$ cat src/rtl/riscv_pp_pkg.sv
// Shared types and defaults for the pipeline memory-port arbiter.
package riscv_pp_pkg;

  localparam int XLEN          = 32;
  localparam int IF_STARVE_MAX = 4;
  localparam int CNT_W         = 16;

  typedef enum logic [1:0] {
    IDLE = 2'd0,
    REQ  = 2'd1,
    RESP = 2'd2,
    ACK  = 2'd3
  } arb_state_t;

  typedef enum logic [1:0] {
    NONE  = 2'd0,
    OWN_I = 2'd1,
    OWN_D = 2'd2
  } arb_owner_t;

endpackage

$ cat src/rtl/arb_sat_counter.sv
// Saturating up-counter with synchronous clear; stops counting once MAX is reached.
module arb_sat_counter #(
  parameter int               WIDTH = 4,
  parameter logic [WIDTH-1:0] MAX   = '1
) (
  input  logic             clk,
  input  logic             reset,
  input  logic             inc,
  input  logic             clear,
  output logic [WIDTH-1:0] count
);

  // Clear has priority over increment; increment stops at MAX.
  always_ff @(posedge clk or posedge reset) begin
    if (reset) begin
      count <= '0;
    end else if (clear) begin
      count <= '0;
    end else if (inc && (count != MAX)) begin
      count <= count + 1'b1;
    end
  end

endmodule

$ cat src/rtl/mem_port_arbiter.sv
// Arbitrates one single-ported memory between instruction fetch and the
// data (load/store) stage. One outstanding access: IDLE -> REQ -> RESP -> ACK.
// Data normally wins; fetch wins once after IF_STARVE_MAX consecutive losses.
// Optional: define ARB_PERF_CNT_EN to add conflict/stall performance counters.
module mem_port_arbiter #(
  parameter int XLEN          = riscv_pp_pkg::XLEN,
  parameter int IF_STARVE_MAX = riscv_pp_pkg::IF_STARVE_MAX
`ifdef ARB_PERF_CNT_EN
  ,
  parameter int CNT_W         = riscv_pp_pkg::CNT_W
`endif
) (
  input  logic            clk,
  input  logic            reset,
  input  logic            if_req_i,
  input  logic [XLEN-1:0] if_addr_i,
  output logic            if_ack_o,
  output logic [XLEN-1:0] if_rdata_o,
  input  logic            dm_req_i,
  input  logic            dm_we_i,
  input  logic [XLEN-1:0] dm_addr_i,
  input  logic [XLEN-1:0] dm_wdata_i,
  input  logic [3:0]      dm_be_i,
  output logic            dm_ack_o,
  output logic [XLEN-1:0] dm_rdata_o,
  output logic            mem_req_o,
  output logic            mem_we_o,
  output logic [XLEN-1:0] mem_addr_o,
  output logic [XLEN-1:0] mem_wdata_o,
  output logic [3:0]      mem_be_o,
  input  logic            mem_gnt_i,
  input  logic            mem_rvalid_i,
  input  logic [XLEN-1:0] mem_rdata_i,
  output logic            stall_f_o,
  output logic            stall_m_o
`ifdef ARB_PERF_CNT_EN
  ,
  output logic [CNT_W-1:0] perf_conflict_o,
  output logic [CNT_W-1:0] perf_stall_o
`endif
);

  import riscv_pp_pkg::*;

  localparam int               STARVE_W   = $clog2(IF_STARVE_MAX + 1);
  localparam logic [STARVE_W-1:0] STARVE_MAX = STARVE_W'(IF_STARVE_MAX);

  arb_state_t          state;
  arb_owner_t          owner;
  logic [STARVE_W-1:0] starve_cnt;
  logic                grant_i;
  logic                grant_d;
  logic                both_req;

  assign stall_f_o = if_req_i & ~if_ack_o;
  assign stall_m_o = dm_req_i & ~dm_ack_o;
  assign both_req  = if_req_i & dm_req_i;

  // Arbitration decision, only meaningful while idle.
  always_comb begin
    grant_i = 1'b0;
    grant_d = 1'b0;
    if (state == IDLE) begin
      grant_i = if_req_i & (~dm_req_i | (starve_cnt == STARVE_MAX));
      grant_d = dm_req_i & ~grant_i;
    end
  end

  // Counts consecutive arbitrations fetch lost to data; reset by any fetch grant.
  arb_sat_counter #(
    .WIDTH (STARVE_W),
    .MAX   (STARVE_MAX)
  ) u_starve_cnt (
    .clk   (clk),
    .reset (reset),
    .inc   (grant_d & if_req_i),
    .clear (grant_i),
    .count (starve_cnt)
  );

  // Access sequencer: latch the winner, hold request until granted, capture response, ack.
  always_ff @(posedge clk or posedge reset) begin
    if (reset) begin
      state       <= IDLE;
      owner       <= NONE;
      mem_req_o   <= 1'b0;
      mem_we_o    <= 1'b0;
      mem_addr_o  <= '0;
      mem_wdata_o <= '0;
      mem_be_o    <= 4'h0;
      if_ack_o    <= 1'b0;
      dm_ack_o    <= 1'b0;
      if_rdata_o  <= '0;
      dm_rdata_o  <= '0;
    end else begin
      if_ack_o <= 1'b0;
      dm_ack_o <= 1'b0;
      case (state)
        IDLE: begin
          if (grant_i) begin
            owner       <= OWN_I;
            mem_req_o   <= 1'b1;
            mem_we_o    <= 1'b0;
            mem_addr_o  <= if_addr_i;
            mem_wdata_o <= '0;
            mem_be_o    <= 4'hF;
            state       <= REQ;
          end else if (grant_d) begin
            owner       <= OWN_D;
            mem_req_o   <= 1'b1;
            mem_we_o    <= dm_we_i;
            mem_addr_o  <= dm_addr_i;
            mem_wdata_o <= dm_wdata_i;
            mem_be_o    <= dm_be_i;
            state       <= REQ;
          end
        end
        REQ: begin
          if (mem_gnt_i) begin
            mem_req_o <= 1'b0;
            state     <= RESP;
          end
        end
        RESP: begin
          if (mem_rvalid_i) begin
            if (owner == OWN_I) begin
              if_rdata_o <= mem_rdata_i;
              if_ack_o   <= 1'b1;
            end else begin
              dm_rdata_o <= mem_rdata_i;
              dm_ack_o   <= 1'b1;
            end
            state <= ACK;
          end
        end
        ACK: begin
          owner <= NONE;
          state <= IDLE;
        end
        default: begin
          owner <= NONE;
          state <= IDLE;
        end
      endcase
    end
  end

`ifdef ARB_PERF_CNT_EN
  // Cycles spent idle with both stages requesting.
  arb_sat_counter #(
    .WIDTH (CNT_W)
  ) u_perf_conflict (
    .clk   (clk),
    .reset (reset),
    .inc   ((state == IDLE) & both_req),
    .clear (1'b0),
    .count (perf_conflict_o)
  );

  // Cycles where either pipeline stage is stalled on memory.
  arb_sat_counter #(
    .WIDTH (CNT_W)
  ) u_perf_stall (
    .clk   (clk),
    .reset (reset),
    .inc   (stall_f_o | stall_m_o),
    .clear (1'b0),
    .count (perf_stall_o)
  );
`else
  logic unused_both_req;
  assign unused_both_req = both_req;
`endif

endmodule
$ cat config.mk
export PLATFORM = sky130hd
export DESIGN_NAME = mem_port_arbiter
export DESIGN_NICKNAME = d
export VERILOG_FILES = /design/src/rtl/riscv_pp_pkg.sv /design/src/rtl/arb_sat_counter.sv /design/src/rtl/mem_port_arbiter.sv
export SDC_FILE = /design/constraint.sdc
export NUM_CORES = 1
export LEC_CHECK = 0
export CELL_PAD_IN_SITES_DETAIL_PLACEMENT = 1
export CELL_PAD_IN_SITES_GLOBAL_PLACEMENT = 1
export CORE_ASPECT_RATIO = 1.5
export CORE_MARGIN = 1.5
export CORE_UTILIZATION = 33
export DETAILED_ROUTE_END_ITERATION = 8
export HOLD_SLACK_MARGIN = 0.03
export PLACE_DENSITY_LB_ADDON = 0.1
export REMOVE_ABC_BUFFERS = 1
export SETUP_SLACK_MARGIN = 0.15
export SKIP_LAST_GASP = 1
export SYNTH_ARGS = -nofsm -noshare
export SYNTH_HDL_FRONTEND = slang
export SYNTH_SLANG_ARGS = --single-unit
export TNS_END_PERCENT = 50
$ cat constraint.sdc
create_clock -name clk -period 6.5 [get_ports clk]
set_input_delay 0.65 -clock clk [delete_from_list [all_inputs] [get_ports clk]]
set_output_delay 0.65 -clock clk [all_outputs]
set_load 0.05 [all_outputs]
### Yosys cells after proc, flatten, opt, wreduce, memory -nomap -nowiden

Cells that the tools add are included.

* register bits after elaboration: 143
* latch bits: 0
* memory bits (writable): 0
* memory bits (read-only): 0
* bits of input ports: 139
* output and inout bits: 138
* logic and storage cells: 75
* memories: 0

* add/sub/neg operators: 1
* multipliers: 0
* div/mod/pow operators: 0
* magnitude comparators: 0
* equal/unequal tests: 9
* shift operators: 0
* multiplexer cells: 30
* bitwise logic cells: 11
* reductions and logical operators: 12

Operators with widths (count)
* two-way mux 32 bit: 4
* two-way mux 1 bit: 13
* two-way mux 2 bit: 6
* AND reduction 3 bit: 4
* two-way mux 4 bit: 2
* case mux 2 bit (4 select lines): 1
* nonzero test 2 bit: 4
* two-way mux 3 bit: 2
* != test 3 bit (second input constant): 2
* AND 1 bit: 5
* NOT 1 bit: 5
* == test 2 x 1 -> 1 bit (second input constant): 2
* == test 2 bit (second input constant): 2
* != test 2 bit (second input constant): 2
* case mux 2 bit (2 select lines): 1
* AND reduction 2 bit: 2
* adder 3 x 1 -> 3 bit (second input constant): 1
* == test 3 bit (second input constant): 1
* logical NOT 2 bit: 1
* case mux 1 bit (2 select lines): 1
* logical AND 1 bit: 1
* bitwise OR 1 bit: 1

### Depth between registers and ports, before layout

Gate-level depths: netlist of run 1.

* depth after elaboration: 10
* gate-level depth with buffers: 8
* gate-level depth less buffers: 5

### Modules after synthesis

From an unflattened synthesis of run 1, not the netlist that was laid out.

* cell total of the unflattened synthesis: 417
* area, all modules: 5980.7 sq um

Modules (own cells, without submodules)
* mem_port_arbiter: instances 1, cells an instance 399, area an instance 5778.0 sq um, seq. area each 3503.4 sq um
* arb_sat_counter: instances 1, cells an instance 18, area an instance 202.7 sq um, seq. area each 75.1 sq um

### Worst setup path before layout of run 1

Ideal clock, no wire load.

* path kind: in2out
* start: input dm_req_i
* end: output stall_m_o
* data arrival time: 1.509 ns
* required time: 5.850 ns
* slack: 4.341 ns
* stages: 2
* path buffers: 1
* path through: buf_4 > nor2b_1

* longest elaborated chain between the ends: 1

RTL lines
* start, declared: RTL line mem_port_arbiter.sv:19 `input logic dm_req_i,`
* AND 1 bit: RTL line mem_port_arbiter.sv:56 `assign stall_m_o = dm_req_i & ~dm_ack_o;`
* end, declared: RTL line mem_port_arbiter.sv:35 `output logic stall_m_o`

Every way passes these cells.

### Worst setup path in the final report of run 1

Ends and elaborated chain as after synthesis.

==> impl_metrics.env, run 1 <==
export IMPL_status="complete, but fails checks"
export IMPL_violations="DRC"
export IMPL_final_common_cell="clkdlybuf4s50_1"
export IMPL_synthSimpleGateAreaFrac=0.0550
export IMPL_cts_tree="done"
export IMPL_synth_compound_area_frac=0.162
export IMPL_crit_chain="clkdlybuf4s50_1 -> nor2b_1 -> clkdlybuf4s50_1"
export IMPL_slew_violations=0
export IMPL_cp_start_kind="primary input"
export IMPL_finalWeightedCongestion=0.798
export IMPL_min_period_over_period=0.468
export IMPL_critical_path_top_delay_family="buffers and inverters"
export IMPL_grt_pass1_vias=5715
export IMPL_cpMaxStageDelayCell="clkdlybuf4s50_1"
export IMPL_grt_pass1_wl_mm=30.8
export IMPL_routed_via_density=5.18
export IMPL_track_usage=0.213
export IMPL_ir_drop_uv=317
export IMPL_reg2reg_from="state[0]"
export IMPL_dp_hpwl_mm=13.5
export IMPL_die_area_um2=18700
export IMPL_grt_start_max_net_pins=78
export IMPL_hp_class="flop to flop"
export IMPL_synth_fa_ha_area_frac=0.0149
export IMPL_cts_hold_buf=0
export IMPL_path_common_cell="clkdlybuf4s50_1"
export IMPL_die_h_um=167
export IMPL_cp_required_ns=5.85
export IMPL_route_detailed_wl_per_inst_um=20.3
export IMPL_yosys_warnings=0
export IMPL_finalCriticalPeriod_ns=3.04
export IMPL_clockBufferDepth=2
export IMPL_fill_cells=1839
export IMPL_ant_nets=0
export IMPL_min_from="mem_wdata_o[16]"
export IMPL_clkTransAtPathRegs_ns=0.06
export IMPL_rsz0062_at_grt="false"
export IMPL_tightest_slew_ns=1.09
export IMPL_htree_levels=4
export IMPL_leakagePower_nw=3.93
export IMPL_cp_end_kind="output port"
export IMPL_area_growth_pct=59.1
export IMPL_chipWidth_um=112
export IMPL_reg2reg_depth=5
export IMPL_ys_seq_elements=143
export IMPL_overflow=0
export IMPL_drtIter0Drc=230
export IMPL_io_buffers=276
export IMPL_synth_top_family_by_area="compound AO/OA/AOI/OAI gates"
export IMPL_maxCapViolations=0
export IMPL_critPathBufInv=2
export IMPL_yosysSeqAreaShare=0.608
export IMPL_core_um2=17400
export IMPL_cts_root_buf="clkbuf_16"
export IMPL_antenna_found_initial=1
export IMPL_grt_busiest_layer="met2"
export IMPL_start_util=0.338
export IMPL_powerDensity_nw_per_um2=635
export IMPL_finalNetCount=897
export IMPL_cts_buffers=17
export IMPL_crit_path_max_fanout=11
export IMPL_pin_count=277
export IMPL_hold_path_depth=1
export IMPL_layout_common_cells="clkdlybuf4s50_1, dfrtp_1, mux2_2"
export IMPL_clock_skew_ns=0.0128
export IMPL_synthDistinctLibCells=30
export IMPL_layout_drive_gt1_share=0.143
export IMPL_fin_hold_ws_ns=0.500
export IMPL_cts_sinks=143
export IMPL_slew_headroom=0.273
export IMPL_synthCells=489
export IMPL_vias=5068
export IMPL_syn_area_um2=5890
export IMPL_max_freq_mhz=329
export IMPL_slowest_delay_ns=0.81
export IMPL_r2r_end="mem_wdata_o[21]"
export IMPL_met2_usage=0.366
export IMPL_synth_mux_area_frac=0.126
export IMPL_route_detailed_drc=23
export IMPL_reg2reg_setup_slack_ns=3.88
export IMPL_firstDrtPassIters=7
export IMPL_cts_resized=0
export IMPL_synthXorXnorAreaFrac=0
export IMPL_post_cts_setup_buffers=0
export IMPL_fin_setup_tns_ns=0
export IMPL_finalHoldViolCount=0
export IMPL_worstSkewPairLatency_ns=0.42
export IMPL_routed_wirelength_mm=19.8
export IMPL_syn_avg_cell_area_um2=12.0
export IMPL_grtUsageMet1=0.247
export IMPL_num_rows=59
export IMPL_min_to="mem_wdata_o[16]"
export IMPL_setup_worst_path_class="primary input to output port"
export IMPL_worst_ep_arrival_time_ns=2.39
export IMPL_setup_viol=0
export IMPL_grtUsageMet3=0.0688
==> cells by family after synthesis <==
| kind of cell | count (synthesis) |
|---|---|
| buffers and inverters | 46 |
| muxes | 66 |
| and+or+nand+nor | 72 |
| adders and majority gates | 7 |
| DFF | 143 |
| AOI/OAI and AO/OA | 155 |
==> routing by layer <==
| metal | up-vias | share of wire |
|---|---|---|
| met1 | 2560 | 0.39 |
| li1 | 2291 | - |
| met5 | - | 0 |
| met2 | 196 | 0.50 |
| met4 | 0 | 0.022 |
| met3 | 21 | 0.086 |
==> worst max path at each step <==
| stage | startpoint | depth (start not counted) | slack (ns) | end |
|---|---|---|---|---|
| floorplan | reset | 1 | 2.01 | dm_ack_o |
| global placement | dm_req_i | 3 | 3.49 | stall_m_o |
| detailed placement | dm_req_i | 3 | 3.45 | stall_m_o |
| CTS | dm_req_i | 3 | 3.45 | stall_m_o |
| global route | dm_req_i | 3 | 3.39 | stall_m_o |
| finish | dm_req_i | 3 | 3.46 | stall_m_o |
==> where the power goes <==
group / total [W] / switching (W) / internal, W
Sequential: 0.00158 / 0.000244 / 0.00134
Combinational: 0.00343 / 0.00225 / 0.00118
Clock: 0.000939 / 0.000416 / 0.000523
==> Yosys cell counts <==
library cell  count  area [um2]
mux2_1            1        11.3
ha_1              7        87.6
a31oi_1          32         200
buf_2            16        80.1
nor2b_2           1        8.76
o21ai_0          50         250
and3_1            1        6.26
buf_4             3        22.5
o21ai_4           1        16.3
nand3_1          22         110
buf_1             2        7.51
inv_1             8        30.0
a21bo_2           1        10.0
mux2_2           64         721
and2_1            2        12.5
a22oi_1           2        15.0
nor2_2            2        12.5
o311ai_0          1        8.76
a21boi_2          1        11.3
a22o_1           26         228
clkbuf_1         17        63.8
a21oi_1          39         195
nor3b_1           1        7.51
o21a_1            1        7.51
mux2i_1           1        10.0
a222oi_1          1        10.0
nand2_1           7        26.3
nor2_1           34         128
nor2b_1           2        12.5
dfrtp_1         143        3580
==> area by class of cell <==
| type | count | area (um2) | area share |
|---|---|---|---|
| clock inverters | 13 | 118 | 0.0126 |
| flip-flops and latches | 143 | 3580 | 0.382 |
| well taps | 213 | 267 | 0.0284 |
| multi-input cells | 300 | 2120 | 0.226 |
| diodes | 1 | 2.50 | 0.000267 |
| repair buffers | 281 | 2800 | 0.299 |
| inverters | 8 | 35.0 | 0.00374 |
| clock buffers | 19 | 453 | 0.0483 |
==> per-stage QoR <==
| step | power (W) | worst slack (ns) | instance area (um2) | util | std cells |
|---|---|---|---|---|---|
| floorplan | 0.00377 | 2.01 | 5710 | - | 451 |
| global placement | 0.00496 | 3.49 | 8800 | 0.505 | 945 |
| detailed placement | 0.00505 | 3.45 | 8800 | 0.505 | 945 |
| CTS | 0.00602 | 3.45 | 9370 | 0.538 | 977 |
| global route | 0.00624 | 3.39 | 9370 | 0.538 | 978 |
| finish | 0.00595 | 3.46 | 9370 | 0.538 | 978 |
==> flip-flops by register name (all words and copies together) (netlist names) <==
name                cells
mem_be_o                4
if_ack_o                1
owner                   2
dm_ack_o                1
mem_we_o                1
dm_rdata_o             32
u_starve_cnt.count      3
mem_addr_o             32
if_rdata_o             32
mem_wdata_o            32
state                   2
mem_req_o               1
Power figures use the tool's default switching activity.
==> run 2, diff against run 1 <==
Settings changed: CORE_UTILIZATION 33 to 28.
Clock period 6.5 ns to 2.6 ns, I/O delays scaled along.
==> run 2 against run 1 <==
The run now ends clean. Sequential power rose to 2.5 times the previous value. Non-clock buffer count up 12. Sequential cell count unchanged. Sequential share of layout area down 0.80 points. Wire length up 3.2%. Highest routed layer unchanged. Total power rose to 2.5 times the previous value.
==> impl_metrics.env, run 2 (synthesis gave the netlist of run 1 again) <==
export IMPL_status="finished clean"
export IMPL_final_common_cell="clkdlybuf4s50_1"
export IMPL_chipWidth_um=121
export IMPL_clockBufferDepth=2
export IMPL_routed_wirelength_mm=20.5
export IMPL_clkTransAtPathRegs_ns=0.06
export IMPL_setup_ws_ns=0.532
export IMPL_ant_nets=0
export IMPL_cp_start_kind="flop"
export IMPL_setup_worst_path_class="flop to flop"
export IMPL_die_area_um2=21900
export IMPL_slew_violations=0
export IMPL_hp_class="primary input to async pin"
export IMPL_slowest_delay_ns=0.83
export IMPL_grt_pass1_vias=5784
export IMPL_clkPwrFrac=0.162
export IMPL_maxCapViolations=0
export IMPL_routed_via_density=4.89
export IMPL_track_usage=0.191
export IMPL_reg2reg_from="u_starve_cnt.count[0]"
export IMPL_powerDensity_nw_per_um2=1570
export IMPL_start_util=0.287
export IMPL_finalNetCount=909
export IMPL_grt_start_max_net_pins=63
export IMPL_cpMaxStageDelayCell="nor2_2"
export IMPL_clock_skew_ns=0.00602
export IMPL_crit_path_max_fanout=26
export IMPL_critical_path_top_delay_family="simple AND/OR/NAND/NOR gates"
export IMPL_firstDrtPassIters=4
export IMPL_finalHoldViolCount=0
export IMPL_rsz0062_at_grt="false"
export IMPL_cts_sinks=143
export IMPL_post_cts_setup_buffers=0
export IMPL_crit_path_start="u_starve_cnt.count[0]"
export IMPL_antenna_found_initial=3
export IMPL_die_h_um=181
export IMPL_leakagePower_nw=4.00
export IMPL_drtIter0Drc=200
export IMPL_overflow=0
export IMPL_route_detailed_wl_per_inst_um=19.6
export IMPL_setup_viol=0
export IMPL_cts_buffers=17
export IMPL_area_growth_pct=62.5
export IMPL_cts_root_buf="clkbuf_16"
export IMPL_seqPwrFrac=0.263
export IMPL_pin_count=277
export IMPL_cp_required_ns=2.96
export IMPL_finalCriticalPeriod_ns=2.07
export IMPL_swShare=0.479
export IMPL_post_place_ws_ns=0.276
export IMPL_crit_chain="inv_1 -> ha_1 -> and3_1 -> nor2_2 -> a22o_1"
export IMPL_vias=5097
export IMPL_dp_hpwl_mm=14.4
export IMPL_ir_drop_uv=881
export IMPL_route_detailed_drc=0
export IMPL_core_um2=20500
export IMPL_grt_pass1_wl_mm=32.2
export IMPL_power_internal_w=0.00782
export IMPL_p_total_w=0.0150
export IMPL_io_buffers=276
export IMPL_layout_common_cells="clkdlybuf4s50_1, dfrtp_1, mux2_2"
export IMPL_switching_power_w=0.00720
export IMPL_cts_resized=0
export IMPL_htree_levels=4
export IMPL_cp_end_kind="flop"
export IMPL_tightest_slew_ns=1.11
export IMPL_cts_tree="done"
export IMPL_reg2reg_depth=5
export IMPL_layout_drive_gt1_share=0.152
export IMPL_worstSkewPairLatency_ns=0.42
export IMPL_share_comb_of_total_power=0.575
export IMPL_min_period_over_period=0.795
export IMPL_cts_hold_buf=0
export IMPL_reg2reg_setup_slack_ns=0.53
export IMPL_max_freq_mhz=484
export IMPL_worst_ep_arrival_time_ns=2.42
export IMPL_finalWeightedCongestion=0.747
export IMPL_num_rows=64
export IMPL_slew_headroom=0.259
export IMPL_r2r_end="mem_wdata_o[20]"
export IMPL_critPathBufInv=1
[run 2: area by class of cell]
cell class	instances	area, um2
clock buffer	23	478
timing repair buffer	293	2920
clock inverter	9	109
fill	2221	10900
multi-input combinational	300	2120
inverter	8	35.0
antenna	3	7.51
sequential	143	3580
tap	264	330
[run 2: how the worst max path moves through the flow]
stage	to	slack, ns	depth (start not counted)
after global routing	mem_wdata_o[20]	0.33	5
after floorplan	dm_ack_o	-1.50	1
after global placement	mem_wdata_o[22]	0.36	5
after detailed placement	mem_wdata_o[13]	0.28	5
final	mem_wdata_o[20]	0.53	5
after CTS	mem_wdata_o[20]	0.50	5
[run 2: power by group through the flow]
stage / registers (W) / logic (W) / clock network (W)
5_1_grt: 0.00411 / 0.00908 / 0.00261
6_report: 0.00395 / 0.00863 / 0.00243
3_3_place_gp: 0.00392 / 0.00857 / 0
4_1_cts: 0.00397 / 0.00873 / 0.00252
2_1_floorplan: 0.00760 / 0.00182 / 0
3_5_place_dp: 0.00399 / 0.00870 / 0
[run 2: metal layers]
metal	routed length (um)	up-vias	global-route usage
met4	620	0	0.0814
met2	10200	199	0.318
met5	0	-	0
met1	7830	2549	0.212
met3	1840	34	0.0778
li1	-	2315	-
[run 2: stage by stage]
step	TNS, ns	cells	utilization	hold WS [ns]	cell area [um2]
6_report	0	1043	0.467	0.262	9570
2_1_floorplan	-214.20	451	-	0.400	5710
5_1_grt	0	1043	0.467	0.292	9570
4_1_cts	0	1040	0.466	0.277	9560
3_3_place_gp	0	1008	0.438	0.483	8970
3_5_place_dp	0	1008	0.438	0.481	8970
==> run 3, diff against run 2 <==
Clock period 2.6 ns to 1.84 ns, I/O delays scaled along.
==> run 3 against run 2 <==
Sequential power up 40%. Clock power rose by 51%. Sequential share of layout area decreased by 2.3 points. Wire length up 4.8%. Worst setup slack worse by 0.46 ns. Global-route usage increased by 0.39 points. Count of clock-buffer cells in the layout decreased by 1. Via count increased by 2.3%. Non-clock buffer count up 20. Largest cell class unchanged. Largest power group unchanged.
==> impl_metrics.env, run 3 (synthesis gave the netlist of run 1 again) <==
export IMPL_chipWidth_um=121
export IMPL_hp_class="primary input to async pin"
export IMPL_die_area_um2=21900
export IMPL_crit_chain="clkdlybuf4s50_1"
export IMPL_start_util=0.287
export IMPL_final_area_um2=10200
export IMPL_cts_buffers=17
export IMPL_place_area_um2=9190
export IMPL_core_um2=20500
export IMPL_slew_headroom=0.630
export IMPL_critPathBufInv=1
export IMPL_grt_pass1_wl_mm=32.7
export IMPL_leakagePower_nw=5.19
export IMPL_routed_wirelength_mm=21.5
export IMPL_reg2reg_setup_slack_ns=0.11
export IMPL_clockBufferDepth=2
export IMPL_finalHoldViolCount=0
export IMPL_track_usage=0.195
export IMPL_num_rows=64
export IMPL_slew_violations=0
export IMPL_routed_via_density=4.91
export IMPL_finalNetCount=931
export IMPL_overflow=0
export IMPL_fin_hold_ws_ns=0.145
export IMPL_pin_count=277
export IMPL_rsz0062_at_grt="true"
export IMPL_cpMaxStageDelayCell="clkdlybuf4s50_1"
export IMPL_min_period_over_period=0.961
export IMPL_slowest_delay_ns=0.81
export IMPL_setup_viol=0
export IMPL_crit_path_max_fanout=2
export IMPL_ant_nets=0
export IMPL_drtIter0Drc=180
export IMPL_cts_root_buf="clkbuf_16"
export IMPL_final_common_cell="clkdlybuf4s50_1"
export IMPL_tightest_slew_ns=0.558
export IMPL_maxCapViolations=0
export IMPL_finalWeightedCongestion=0.756
export IMPL_cp_start_kind="flop"
export IMPL_htree_levels=4
export IMPL_dp_hpwl_mm=14.4
export IMPL_io_buffers=276
export IMPL_layout_common_cells="clkdlybuf4s50_1, dfrtp_1, dlymetal6s2s_1"
export IMPL_worstSkewPairLatency_ns=0.43
export IMPL_n_antenna_cell=0
export IMPL_cp_end_kind="output port"
export IMPL_worst_ep_arrival_time_ns=1.58
export IMPL_vias=5212
export IMPL_critical_path_top_delay_family="buffers and inverters"
export IMPL_setup_worst_path_class="flop to output port"
export IMPL_utilization=0.498
export IMPL_grt_start_max_net_pins=59
export IMPL_layout_drive_gt1_share=0.196
export IMPL_cp_required_ns=1.66
export IMPL_route_detailed_wl_per_inst_um=20.2
export IMPL_firstDrtPassIters=4
export IMPL_fill_cells=2177
export IMPL_powerDensity_nw_per_um2=2130
export IMPL_route_detailed_drc=0
export IMPL_cts_sinks=143
export IMPL_clkTransAtPathRegs_ns=0.06
export IMPL_clock_skew_ns=0.00657
export IMPL_area_growth_pct=73.4
export IMPL_ir_drop_uv=1280
export IMPL_cts_tree="done"
export IMPL_antenna_found_initial=0
export IMPL_max_freq_mhz=566
export IMPL_grt_pass1_vias=5725
export IMPL_die_h_um=181
export IMPL_status="finished clean"
export IMPL_finalCriticalPeriod_ns=1.77
## run 3: cell types whose count changed in the layout (fill, tap and decap cells not counted), moves of 3 or more
cell | before | now
clkinvlp_4 | 4 | 1
ha_1 | 7 | 3
dlygate4sd2_1 | 0 | 43
buf_4 | 15 | 23
a31oi_1 | 32 | 28
ha_4 | 0 | 3
dlymetal6s2s_1 | 0 | 81
diode_2 | 3 | 0
clkdlybuf4s50_1 | 276 | 148
buf_12 | 2 | 12
a31oi_2 | 0 | 3
## run 3: repair_timing
action,in CTS,in global routing
gates resized for setup,54,96
cloned,3,1
pin swaps,3,2
hold buffers,0,0
setup endpoints to repair,231,196
endpoints found under the hold margin,0,0
setup buffers,2,3
## run 3: final timing paths
kind / start / to / depth (start not counted)
worst max-delay path: mem_addr_o[10] / mem_addr_o[10] / 1
worst min-delay path: reset / dm_rdata_o[10] / 2
worst max register to register: state[0] / dm_rdata_o[28] / 7
worst min register to register: if_rdata_o[20] / if_rdata_o[20] / 1
max in group asynchronous: reset / mem_addr_o[1] / 3
min in group clk: dm_addr_i[28] / mem_addr_o[28] / 3
## run 3: metal layers
layer | vias up | track usage | part of all wire
met3 | 29 | 0.0620 | 0.074
li1 | 2360 | - | -
met4 | 0 | 0.0762 | 0.023
met5 | - | 0 | 0
met2 | 202 | 0.336 | 0.51
met1 | 2621 | 0.221 | 0.39
## run 3: cell type report
class / count / area (um2) / share of cell area
sequential: 143 / 3580 / 0.351
clock inverter: 9 / 159 / 0.0156
clock buffer: 22 / 464 / 0.0455
inverter: 8 / 35.0 / 0.00343
multi-input combinational: 302 / 2230 / 0.219
timing repair buffer: 313 / 3410 / 0.334
tap: 264 / 330 / 0.0324
## run 3: power breakdown
part	internal, W	switching (W)	leakage (nW)
clock network	0.00234	0.00132	0.300
logic	0.00434	0.00823	3.16
registers	0.00472	0.000797	1.74
total	0.0114	0.0103	5.19
## run 3: stage by stage
stage / setup WS [ns] / total power [W] / TNS [ns] / instances
after floorplan: -2.18 / 0.0133 / -340.93 / 451
after global placement: -0.139 / 0.0179 / -6.57 / 1021
after detailed placement: -0.222 / 0.0182 / -9.20 / 1021
after CTS: 0.0267 / 0.0219 / 0 / 1057
after global routing: 0.0300 / 0.0228 / 0 / 1061
final: 0.0721 / 0.0217 / 0 / 1061
